==> src/rtl/interrupt_sequencer_pkg.sv <==
// Shared definitions for the interrupt/reset entry sequencer.
//   - state encoding (localparam codes of type state_t)
//   - sequence kind enum (reset / nmi / brk / irq)
//   - default vector addresses, stack page, BRK opcode
package interrupt_sequencer_pkg;

  typedef logic [2:0] state_t;

  localparam state_t StIdle    = 3'd0;
  localparam state_t StDummy   = 3'd1;
  localparam state_t StPushPch = 3'd2;
  localparam state_t StPushPcl = 3'd3;
  localparam state_t StPushP   = 3'd4;
  localparam state_t StVecLo   = 3'd5;
  localparam state_t StVecHi   = 3'd6;
  // Held while rst is low; leaves into a RESET sequence on the first edge after release.
  localparam state_t StRstPend = 3'd7;

  typedef enum logic [1:0] {
    KindReset = 2'd0,
    KindNmi   = 2'd1,
    KindBrk   = 2'd2,
    KindIrq   = 2'd3
  } kind_e;

  localparam logic [15:0] VEC_NMI    = 16'hFFFA;
  localparam logic [15:0] VEC_RST    = 16'hFFFC;
  localparam logic [15:0] VEC_IRQ    = 16'hFFFE;
  localparam logic [7:0]  STACK_PAGE = 8'h01;
  localparam logic [7:0]  OP_BRK     = 8'h00;

endpackage

==> src/rtl/status_push_fmt.sv <==
// Formats the status byte pushed during an interrupt/reset sequence.
//   p           - live status register
//   brk         - 1 when the sequence is a BRK (sets the B bit)
//   status_byte - p with bit5 forced to 1 and bit4 = brk
module status_push_fmt (
  input  logic [7:0] p,
  input  logic       brk,
  output logic [7:0] status_byte
);

  assign status_byte = {p[7:6], 1'b1, brk, p[3:0]};

endmodule

==> src/rtl/interrupt_sequencer.sv <==
// Six-cycle interrupt / BRK / reset entry sequencer.
// Inputs : clk_ph1, rst (async, active low), nmi_pend, irq_pend, brk_op, fetch_cycle,
//          pc, p, sp, din
// Outputs: addr, dout, rw (1 = read), sp_dec, pc_load, pc_val, i_set, nmi_clr, irq_clr, busy
module interrupt_sequencer
  import interrupt_sequencer_pkg::*;
#(
  parameter logic [15:0] VecNmi = VEC_NMI,
  parameter logic [15:0] VecRst = VEC_RST,
  parameter logic [15:0] VecIrq = VEC_IRQ
) (
  input  logic        clk_ph1,
  input  logic        rst,
  input  logic        nmi_pend,
  input  logic        irq_pend,
  input  logic        brk_op,
  input  logic        fetch_cycle,
  input  logic [15:0] pc,
  input  logic [7:0]  p,
  input  logic [7:0]  sp,
  input  logic [7:0]  din,
  output logic [15:0] addr,
  output logic [7:0]  dout,
  output logic        rw,
  output logic        sp_dec,
  output logic        pc_load,
  output logic [15:0] pc_val,
  output logic        i_set,
  output logic        nmi_clr,
  output logic        irq_clr,
  output logic        busy
);

  state_t      state_q, state_d;
  kind_e       kind_q, kind_d;
  logic [7:0]  vec_lo_q, vec_lo_d;
  logic [7:0]  status_byte;
  logic [15:0] vector;
  logic        start;

  assign start = fetch_cycle & (nmi_pend | brk_op | irq_pend);

  status_push_fmt u_status_push_fmt (
    .p           (p),
    .brk         (kind_q == KindBrk),
    .status_byte (status_byte)
  );

  // Kind is rewritten to NMI on a hijack, so the vector and clear pulses follow it.
  always_comb begin
    unique case (kind_q)
      KindNmi:   vector = VecNmi;
      KindReset: vector = VecRst;
      default:   vector = VecIrq;
    endcase
  end

  always_comb begin
    state_d  = state_q;
    kind_d   = kind_q;
    vec_lo_d = vec_lo_q;
    unique case (state_q)
      StIdle: begin
        if (start) begin
          state_d = StDummy;
          if (nmi_pend)    kind_d = KindNmi;
          else if (brk_op) kind_d = KindBrk;
          else             kind_d = KindIrq;
        end
      end
      StRstPend: begin
        state_d = StDummy;
        kind_d  = KindReset;
      end
      StDummy:   state_d = StPushPch;
      StPushPch: state_d = StPushPcl;
      StPushPcl: state_d = StPushP;
      StPushP: begin
        state_d = StVecLo;
        // NMI hijack: decided once, on entry to VEC_LO.
        if ((kind_q == KindBrk || kind_q == KindIrq) && nmi_pend) kind_d = KindNmi;
      end
      StVecLo: begin
        state_d  = StVecHi;
        vec_lo_d = din;
      end
      StVecHi:   state_d = StIdle;
      default:   state_d = StRstPend;
    endcase
  end

  always_ff @(posedge clk_ph1 or negedge rst) begin
    if (!rst) begin
      state_q  <= StRstPend;
      kind_q   <= KindReset;
      vec_lo_q <= 8'h00;
    end else begin
      state_q  <= state_d;
      kind_q   <= kind_d;
      vec_lo_q <= vec_lo_d;
    end
  end

  always_comb begin
    addr    = pc;
    dout    = 8'h00;
    rw      = 1'b1;
    sp_dec  = 1'b0;
    pc_load = 1'b0;
    pc_val  = {din, vec_lo_q};
    i_set   = 1'b0;
    nmi_clr = 1'b0;
    irq_clr = 1'b0;
    busy    = 1'b1;
    unique case (state_q)
      StIdle:    busy = 1'b0;
      StRstPend: addr = 16'h0000;
      StDummy:   ;
      StPushPch, StPushPcl, StPushP: begin
        addr   = {STACK_PAGE, sp};
        sp_dec = 1'b1;
        // Reset walks the stack pointer but suppresses the writes.
        rw     = (kind_q == KindReset);
        if (state_q == StPushPch)      dout = pc[15:8];
        else if (state_q == StPushPcl) dout = pc[7:0];
        else                           dout = status_byte;
      end
      StVecLo: begin
        addr  = vector;
        i_set = 1'b1;
      end
      StVecHi: begin
        addr    = vector + 16'd1;
        pc_load = 1'b1;
        nmi_clr = (kind_q == KindNmi);
        irq_clr = (kind_q == KindIrq);
      end
      default: ;
    endcase
  end

endmodule

==> config.mk <==
export PLATFORM = sky130hd
export DESIGN_NAME = interrupt_sequencer
export DESIGN_NICKNAME = d
export VERILOG_FILES = /design/src/rtl/interrupt_sequencer_pkg.sv /design/src/rtl/status_push_fmt.sv /design/src/rtl/interrupt_sequencer.sv
export SDC_FILE = /design/constraint.sdc
export NUM_CORES = 1
export LEC_CHECK = 0
export CORE_ASPECT_RATIO = 0.7
export CORE_MARGIN = 4
export CORE_UTILIZATION = 35
export DETAILED_ROUTE_END_ITERATION = 8
export PLACE_DENSITY = 0.81
export SKIP_LAST_GASP = 1
export SLEW_MARGIN = 30
export SYNTH_ARGS = -nofsm -noshare
export SYNTH_HDL_FRONTEND = slang
export SYNTH_HIERARCHICAL = 1
export SYNTH_SLANG_ARGS = --single-unit
==> constraint.sdc <==
create_clock -name clk_ph1 -period 1.7 [get_ports clk_ph1]
set_input_delay 0.34 -clock clk_ph1 [delete_from_list [all_inputs] [get_ports clk_ph1]]
set_output_delay 0.34 -clock clk_ph1 [all_outputs]
set_load 0.05 [all_outputs]
==> flow_summary.toml <==
[cts]
insertion_delay_ns = 0.25
cts_tree = "built"
path_clk_slew_ns = 0.07
cts.sinks = 13
htreeDepth = 1
cts_root_buf = "clkbuf_8"
clockBufferDepth = 2
cts_inserted_buffers = 3

[cells_and_area]
fin_util_pct = 92.3
num_antenna_cells = 0
area_growth_pct = 151
drive_gt1_share_pct = 60.4
final_cell_mix = "clkdlybuf4s50_1 (43), buf_4 (43), buf_12 (39)"
final_nets = 322

[power]
ir_drop_mv = 1.94
combPwrFrac_pct = 88.3
pwr-share-clk_pct = 3.5
p_per_area_nw_per_um2 = 2550
p_switching_mw = 4.45
p_int_mw = 3.92
p_leak_nw = 1.35
swShare_pct = 53.2
power_mw = 8.37
pwr-share-seq_pct = 8.2

[drt]
drtIter0Drc = 225
wire_per_inst_um = 26.7
wl_met2_um = 4100
wl_um = 8690
highest_layer = "met4"
met1_length_um = 3200
routed_via_density = 6.03
vias = 1961
drt-pass1-iter-count = 5
dr_wl_met3_um = 818
ant_nets = 0
drc_errors = 0

[placement]
hpwl_um = 4370
io_buffers = 90
gp_congestion = 0.847

[synth]
syn_inst = 159
ys_warn_count = 6
syn_nets = 205
syn_area_per_cell_um2 = 8.22
synth_xor_area_share_pct = 0.670
synth_top_family_by_area = "compound AO/OA/AOI/OAI gates"
synth_area_um2 = 1310
yosys.area.top_type = "dfrtp_1"
synthAdderAreaFrac_pct = 0
netlist.area_leader.share_pct = 19.1
synth.mux.area_fraction_pct = 13.0
ys_seq_area_share_pct = 25.2
yosys.area_share.simple_pct = 16.6
ys_top_cells_by_area = "dfrtp_1 (19%), buf_4 (9.8%), o21ai_0 (7.3%)"
synth_compound_area_share_pct = 26.8
synth_seq_cells = 13
synth_cell_types = 36

[worst_setup_path]
cp.arrival_ns = 1.91
r2r_cells = 6
cp_max_fo = 15
crit_type = "register to output port"
end_kind = "output port"
cp.required_ns = 1.36
worstSetupStartpointType = "register"

[sta]
setup_viol = 40
worst_slew_pin_slew_ns = 0.661
timing.fmax_ghz = 0.444
rsz0062_at_grt = "yes"
slew_violations = 0
fin_skew_ns = 0.0118
relSlewSlack_pct = 55.8
hold_viol_final = 0
period_share_pct = 133
min_period_ns = 2.25
fin_ws_ns = -0.553

[outcome]
outcome = "finished with violations"
violations = "setup timing"

[job]
max_cap_viol_count = 0

[global_routing]
grt_pass1_wl_um = 11300
grt_max_degree = 16
antenna_found_initial = 0
grt_pass1_vias = 2055
grt_overflow_total = 0
track_usage_pct = 31.6

[die]
design.die.area_um2 = 4790
core-area_um2 = 3560
chipHeight_um = 59.1
ioPinCount = 93
row_count = 18
die_width_um = 81.1
initial_utilization_pct = 36.7

[min_path]
hp-class = "primary input to async pin"
path summary, 6_finish.rpt:
kind                             startpoint           to  slack (ns)
worst max-delay path             state_q[1]      addr[0]       -0.55
worst min-delay path                    rst    kind_q[0]        0.49
worst max register to register   state_q[1]  vec_lo_q[0]       -0.06
worst min register to register  vec_lo_q[2]  vec_lo_q[2]        0.51
max in group asynchronous               rst  vec_lo_q[5]        0.77
min in group clk_ph1            vec_lo_q[2]  vec_lo_q[2]        0.51
flip-flops by register name, indices dropped and copies added (netlist names):
name	count
kind_q	2
state_q	3
vec_lo_q	8
worst max-delay path, cell delays in order (launching register included):
cell and delay, ns:
dfstp_2 0.65, buf_6 0.23, nor2b_1 0.08, a211oi_1 0.33, buf_4 0.19, a21oi_4 0.04
buf_12 0.15
synth_stat cells:
| library cell | count |
|---|---|
| a211oi_1 | 9 |
| a2bb2oi_1 | 1 |
| dfrtp_1 | 10 |
| and3_1 | 1 |
| a311oi_1 | 1 |
| buf_2 | 3 |
| inv_2 | 1 |
| a31oi_1 | 2 |
| o32a_1 | 1 |
| a21oi_1 | 13 |
| nor2_4 | 2 |
| inv_1 | 5 |
| nand2_4 | 2 |
| or3_1 | 1 |
| nor2_1 | 3 |
| clkbuf_1 | 1 |
| o31a_1 | 1 |
| or2_1 | 1 |
| mux2_2 | 8 |
| o21ai_0 | 19 |
| buf_6 | 4 |
| a21o_1 | 7 |
| and2_1 | 1 |
| nor3_1 | 4 |
| buf_4 | 17 |
| mux2i_1 | 8 |
| nand2_1 | 14 |
| o211ai_1 | 1 |
| dfstp_2 | 3 |
| nor2_2 | 1 |
| conb_1 | 1 |
| o21bai_1 | 1 |
| xor2_1 | 1 |
| buf_8 | 1 |
| o22ai_1 | 1 |
| nor2b_1 | 9 |
cells by family (layout without fill, tap and decap cells):
| kind of cell | count (synthesis) | after routing |
|---|---|---|
| simple gates | 39 | 40 |
| other cells | 1 | 1 |
| buf+inv | 32 | 147 |
| mux | 16 | 16 |
| flops | 13 | 13 |
| compound gates | 57 | 57 |
| xor+xnor | 1 | 1 |
repair_timing:
item | CTS | global route
setup endpoints to repair | 31 | 41
gates resized for setup | 34 | 12
buffers inserted | 14 | 5
pin swaps | 10 | 4
cloned | 1 | 0
hold buffers | 0 | 0
power groups by stage:
stage | logic (mW) | clock network (mW) | registers, mW
final | 7.40 | 0.290 | 0.686
after global routing | 7.59 | 0.300 | 0.696
after CTS | 6.86 | 0.284 | 0.643
after detailed placement | 6.23 | 0 | 0.660
after global placement | 6.11 | 0 | 0.636
after floorplan | 3.33 | 0 | 0.934
metrics by stage:
stage | worst slack (ns) | cells | instance area [µm²] | TNS [ns] | hold WS [ns]
CTS | -0.382 | 323 | 3210 | -8.32 | 0.486
global route | -0.654 | 325 | 3280 | -13.13 | 0.512
detailed placement | -0.246 | 304 | 2910 | -2.94 | 0.497
finish | -0.553 | 325 | 3280 | -11.56 | 0.494
global placement | -0.158 | 304 | 2910 | -1.62 | 0.488
floorplan | -0.216 | 159 | 1560 | -1.31 | 0.0444
metal layers:
layer / vias up / global-route usage (%)
met2: 176 / 54.7
met4: 0 / 11.8
li1: 782 / -
met3: 55 / 6.69
met5: - / 0
met1: 948 / 38.8
cell type report:
type	instances	area (µm²)
Multi-Input combinational cell	115	1140
Clock buffer	4	45.0
Inverter	6	26.3
Fill cell	123	274
Sequential cell	13	329
Tap cell	50	62.6
Timing Repair Buffer	137	1680
Power figures use the tool's default switching activity.
